===== config.mk =====
export PLATFORM = sky130hd
export DESIGN_NAME = pacman_game_ctrl
export DESIGN_NICKNAME = d
export VERILOG_FILES = /design/src/rtl/pacman_game_ctrl.sv
export SDC_FILE = /design/constraint.sdc
export NUM_CORES = 1
export LEC_CHECK = 0
export CAP_MARGIN = 10
export CELL_PAD_IN_SITES_DETAIL_PLACEMENT = 1
export CELL_PAD_IN_SITES_GLOBAL_PLACEMENT = 2
export CORE_UTILIZATION = 33
export CTS_BUF_LIST = sky130_fd_sc_hd__clkbuf_8
export DETAILED_ROUTE_END_ITERATION = 8
export PLACE_DENSITY = 0.95
export SLEW_MARGIN = 0
export SYNTH_ARGS = -nofsm -noshare
export SYNTH_HDL_FRONTEND = slang
export SYNTH_SLANG_ARGS = --single-unit

===== constraint.sdc =====
create_clock -name clk -period 3.95 [get_ports clk]
set_input_delay 0.79 -clock clk [delete_from_list [all_inputs] [get_ports clk]]
set_output_delay 0.79 -clock clk [all_outputs]
set_load 0.03 [all_outputs]

===== src/rtl/pacman_game_ctrl.sv =====
// Pac-Man game sequencer: core reset/step pacing, one-deep move buffer, score/step budget, WIN/LOSE decision.
// Optional pause input and PAUSE state are enabled by defining PACMAN_CTRL_PAUSE_EN.
module pacman_game_ctrl #(
  parameter int unsigned TICK_DIV  = 4,
  parameter int unsigned CNT_W     = 6,
  parameter int unsigned STEP_W    = 10,
  parameter int unsigned MAX_STEPS = 1000
) (
  input  logic              clk,
  input  logic              rst,
  input  logic              start,
  input  logic              move_valid,
  input  logic [1:0]        move_data,
  output logic              move_ready,
  input  logic [CNT_W-1:0]  candy_count,
  input  logic              catch,
`ifdef PACMAN_CTRL_PAUSE_EN
  input  logic              pause,
`endif
  output logic              core_rst,
  output logic              core_step,
  output logic [1:0]        core_move,
  output logic [2:0]        state,
  output logic [CNT_W-1:0]  score,
  output logic [STEP_W-1:0] steps,
  output logic              done,
  output logic              win
);

  localparam int unsigned TICK_W = $clog2(TICK_DIV);
  localparam logic [TICK_W-1:0] TICK_LAST = TICK_W'(TICK_DIV - 1);
  localparam logic [STEP_W-1:0] STEP_MAX  = STEP_W'(MAX_STEPS);

  typedef enum logic [2:0] {
    S_IDLE  = 3'd0,
    S_INIT  = 3'd1,
    S_PLAY  = 3'd2,
    S_WIN   = 3'd3,
    S_LOSE  = 3'd4,
    S_PAUSE = 3'd5
  } state_t;

  state_t              r_state;
  state_t              w_next;
  logic [TICK_W-1:0]   r_tick;
  logic                r_pend_v;
  logic [1:0]          r_pend_d;
  logic [1:0]          r_last;
  logic [CNT_W-1:0]    r_score;
  logic [STEP_W-1:0]   r_steps;
  logic                r_first_play;
  logic [CNT_W-1:0]    r_candy_d;

  logic                w_ready;
  logic                w_step;
  logic [1:0]          w_sel_move;
  logic                w_accept;
  logic                w_eat;
  logic                w_timeout;

  assign w_ready    = (r_state == S_PLAY) && !r_pend_v;
  assign w_step     = (r_state == S_PLAY) && (r_tick == TICK_LAST);
  assign w_sel_move = r_pend_v ? r_pend_d : r_last;
  assign w_accept   = w_ready && move_valid;
  // A one-candy drop since last cycle means Pac-Man ate one.
  assign w_eat      = !r_first_play && (candy_count == CNT_W'(r_candy_d - 1'b1));
  assign w_timeout  = w_step && ((r_steps + 1'b1) == STEP_MAX);

  always_ff @(posedge clk) begin
    if (rst) r_state <= S_IDLE;
    else     r_state <= w_next;
  end

  always_comb begin
    w_next     = r_state;
    core_rst   = 1'b0;
    core_step  = 1'b0;
    core_move  = 2'b00;
    move_ready = 1'b0;
    done       = 1'b0;
    win        = 1'b0;
    state      = r_state;
    score      = r_score;
    steps      = r_steps;
    case (r_state)
      S_IDLE: begin
        core_rst = 1'b1;
        if (start) w_next = S_INIT;
      end
      S_INIT: begin
        core_rst = 1'b1;
        w_next   = S_PLAY;
      end
      S_PLAY: begin
        core_step  = w_step;
        core_move  = w_step ? w_sel_move : 2'b00;
        move_ready = w_ready;
        // Exit priority: catch, then win, then step budget exhausted.
        if (catch)                                   w_next = S_LOSE;
        else if (candy_count == '0 && !r_first_play) w_next = S_WIN;
        else if (w_timeout)                          w_next = S_LOSE;
`ifdef PACMAN_CTRL_PAUSE_EN
        else if (pause)                              w_next = S_PAUSE;
`endif
      end
      S_WIN: begin
        done = 1'b1;
        win  = 1'b1;
        if (start) w_next = S_INIT;
      end
      S_LOSE: begin
        done = 1'b1;
        if (start) w_next = S_INIT;
      end
`ifdef PACMAN_CTRL_PAUSE_EN
      S_PAUSE: begin
        if (!pause) w_next = S_PLAY;
      end
`endif
      default: w_next = S_IDLE;
    endcase
  end

  // Game datapath: new-game clear, tick pacing, move buffer, score and step counters.
  always_ff @(posedge clk) begin
    if (rst) begin
      r_tick       <= '0;
      r_pend_v     <= 1'b0;
      r_pend_d     <= 2'b00;
      r_last       <= 2'b00;
      r_score      <= '0;
      r_steps      <= '0;
      r_first_play <= 1'b0;
      r_candy_d    <= '0;
    end else begin
      r_candy_d <= candy_count;
      if (r_state == S_INIT)      r_first_play <= 1'b1;
      else if (r_state == S_PLAY) r_first_play <= 1'b0;
      if (w_next == S_INIT) begin
        r_tick   <= '0;
        r_pend_v <= 1'b0;
        r_pend_d <= 2'b00;
        r_last   <= 2'b00;
        r_score  <= '0;
        r_steps  <= '0;
      end else if (r_state == S_PLAY) begin
        r_tick <= (r_tick == TICK_LAST) ? '0 : r_tick + 1'b1;
        if (w_eat) r_score <= r_score + 1'b1;
        if (w_step) begin
          r_last   <= w_sel_move;
          r_pend_v <= 1'b0;
          if (r_steps != STEP_MAX) r_steps <= r_steps + 1'b1;
        end
        // An accept in a step cycle lands after the step consumed the empty buffer.
        if (w_accept) begin
          r_pend_v <= 1'b1;
          r_pend_d <= move_data;
        end
      end
    end
  end

endmodule


==> impl_metrics.env <==
export IMPL_status="finished clean"
export IMPL_drtPass1Iterations=4
export IMPL_synth_seq_cells=33
export IMPL_crit_path_start_kind="flip-flop"
export IMPL_routabilityCongestion=0.7914
export IMPL_r2r_end="state[2]"
export IMPL_antenna_found_initial=0
export IMPL_clkLatencyLatePin_ps=290
export IMPL_rrSetupSlack_ps=1550
export IMPL_syn_inst=219
export IMPL_totalWireLength_um=4585
export IMPL_n_fill_cell=637
export IMPL_p_total_uw=764.1
export IMPL_cts_resized=0
export IMPL_fin_crit_ps=3093
export IMPL_grt_pass1_wl_um=7817
export IMPL_drive_gt1_share_pct=6.275
export IMPL_p_int_uw=579.1
export IMPL_rsz0062_at_grt="no"
export IMPL_final_antenna_net_count=0
export IMPL_cts_buffer_depth=2
export IMPL_yosysUniqueCellTypes=45
export IMPL_syn_nets=238
export IMPL_yosysTopAreaCellShare_pct=36.14
export IMPL_multi_input_area_mm2=0.001085
export IMPL_hold_path_depth=2
export IMPL_grt_use_total_pct=16.36
export IMPL_synth_largest_area_cell="dfxtp_1"
export IMPL_nNetsFinal=273
export IMPL_p_sw_uw=184.9
export IMPL_seqPwrFrac_pct=45.5
export IMPL_worst_pin_slew_ps=834.1
export IMPL_start_util_pct=35.12
export IMPL_insertedDiodeCount=0
export IMPL_fin_skew_ps=3.449
export IMPL_synth_avg_cell_area_um2=8.347
export IMPL_utilization_pct=45.55
export IMPL_numCtsBuffers=5
export IMPL_path_max_fanout=10
export IMPL_setup_viol=0
export IMPL_drt_iter0_drc=90
export IMPL_synthesis_area_mm2=0.001828
export IMPL_post_drt_wl_per_cell_um=14.11
export IMPL_hp_start="r_last[1]"
export IMPL_min_to="r_last[1]"
export IMPL_cts_tree="yes"
export IMPL_die_y_um=76.43
export IMPL_maxCapViolations=0
export IMPL_io_pins=39
export IMPL_hpwl_um=3314
export IMPL_path_clk_slew_ps=70
export IMPL_seq_area_frac_synth_pct=36.14
export IMPL_min_path_type="reg -> reg"
export IMPL_synth_edff_count=0
export IMPL_grt_pass1_vias=1623
export IMPL_std_cell_rows=26
export IMPL_cp_arrival_ps=2300
export IMPL_h_tree_depth=2
export IMPL_grt_max_degree=18
export IMPL_async_reset_ff_share_pct=0
export IMPL_core_area_mm2=0.005205
export IMPL_ys_warn_count=0
export IMPL_maxSlewHeadroom_pct=43.66
export IMPL_reg2reg_from="steps[0]"
export IMPL_irDropWorstVdd_mv=0.1884
export IMPL_avgViaCountPerCell=5.249
export IMPL_combPwrFrac_pct=11.1
export IMPL_worstPathRequired_ps=3160
export IMPL_grt_overflow=0
export IMPL_num_vias=1706
export IMPL_worstRegToRegCells=4
export IMPL_p_sw_share_pct=24.20
export IMPL_slew_violations=0
export IMPL_critPathKind="reg -> out"
export IMPL_hold_viol=0
export IMPL_regArea_um2=660.6
export IMPL_cts_sinks=33
export IMPL_postCtsSetupBuffers=0
export IMPL_fp_dieW_um=76.43
export IMPL_final_common_cell="clkdlybuf4s50_1"
export IMPL_fin_crit_sh_pct=78.30
export IMPL_drc=0
export IMPL_p_clk_share_pct=43.4
export IMPL_synth_main_ff_cell="dfxtp_1"
export IMPL_syn_to_final_growth_pct=29.71
export IMPL_synthTopCellsByArea="dfxtp_1 (36%), a21oi_1 (5.2%), nor2_1 (5.1%)"
export IMPL_cts_root_buffer="clkbuf_8"
export IMPL_fmax_ghz=0.3233
export IMPL_p_leak_nw=0.8205
export IMPL_final_cell_mix="clkdlybuf4s50_1 (38), dfxtp_1 (33), nor2_1 (25)"
export IMPL_die_area_mm2=0.005841
export IMPL_cts_hold_buf=0
export IMPL_power_density_mw_per_mm2=322.3
export IMPL_holdWs_ps=463.0
export IMPL_portBuffers=38
export IMPL_setup_tns_ps=0
export IMPL_end_kind="output port"
[metal layers]
layer  wire length (µm)  up-vias  share of wire, %  global-route usage (%)
met2               2114       27                46                   26.40
met3                130        5               2.8                   3.234
li1                   -      854                 -                       -
met1               2286      820                50                   21.78
met4                 54        0               1.2                   5.192
met5                  0        -                 0                       0
[cell families after synthesis]
family                   Yosys count  share of synthesized area (%)
AO/OA/AOI/OAI                     45                          16.56
XOR/XNOR                          17                          8.145
flip-flops                        33                          36.14
AND/OR/NAND/NOR                   94                          28.27
buffers and inverters             20                          4.517
multiplexers                       4                          2.259
adder cells (fa/ha/maj)            6                          4.107
[metrics by stage]
stage / cells / worst slack (ps) / instance area (µm²)
floorplan: 219 / 1538 / 1828
global placement: 317 / 1200 / 2255
detailed placement: 317 / 1148 / 2255
CTS: 325 / 832.5 / 2371
global route: 325 / 744.9 / 2371
finish: 325 / 857.3 / 2371
[power by group through the flow]
stage	Combinational (mW)	Sequential (mW)	Clock, mW
global placement	0.0837	0.355	0
detailed placement	0.0855	0.356	0
finish	0.0846	0.348	0.332
global route	0.0936	0.349	0.350
floorplan	0.0524	0.356	0
CTS	0.0859	0.348	0.338
[worst max-delay path by stage]
stage	startpoint	end
floorplan	state[1]	move_ready
global placement	state[1]	move_ready
detailed placement	state[1]	move_ready
CTS	state[1]	move_ready
global route	state[1]	move_ready
finish	state[1]	move_ready
[worst max-delay path: stages (launching register included)]
cell             delay (ps)
dfxtp_1                 470
or3b_1                  530
nor2_1                  280
clkdlybuf4s50_1         740
[sequential cells by signal (all words and copies together) (netlist names)]
| signal | flops |
|---|---|
| steps | 10 |
| r_candy_d | 6 |
| score | 6 |
| state | 3 |
| r_last | 2 |
| r_pend_d | 2 |
| r_tick | 2 |
| r_first_play | 1 |
| r_pend_v | 1 |
[synth_stat cells, types with 2 or more instances]
cell and instances:
dfxtp_1 33, nor2_1 25, a21oi_1 19, nand2_1 14, nand3_1 10, clkbuf_1 9, inv_1 9, xnor2_1 9
nand4_1 8, nor2b_1 8, xor2_1 8, ha_1 6, nor3_1 6, o21ai_0 6, a31o_2 4, nand2b_1 4
mux2i_1 3, o31ai_1 3, a21o_1 2, and3_1 2, and4_1 2, nand4b_1 2, nor4_1 2, o211a_1 2
or3_1 2, or4_1 2
[final cells by class]
| type | count | area share, % |
|---|---|---|
| Multi-Input combinational cell | 166 | 45.75 |
| Sequential cell | 33 | 27.86 |
| Timing Repair Buffer | 39 | 16.36 |
| Tap cell | 70 | 3.694 |
| Clock buffer | 6 | 3.483 |
| Clock inverter | 2 | 1.425 |
| Inverter | 9 | 1.425 |
Note: power is estimated with default switching activity, not from simulation.
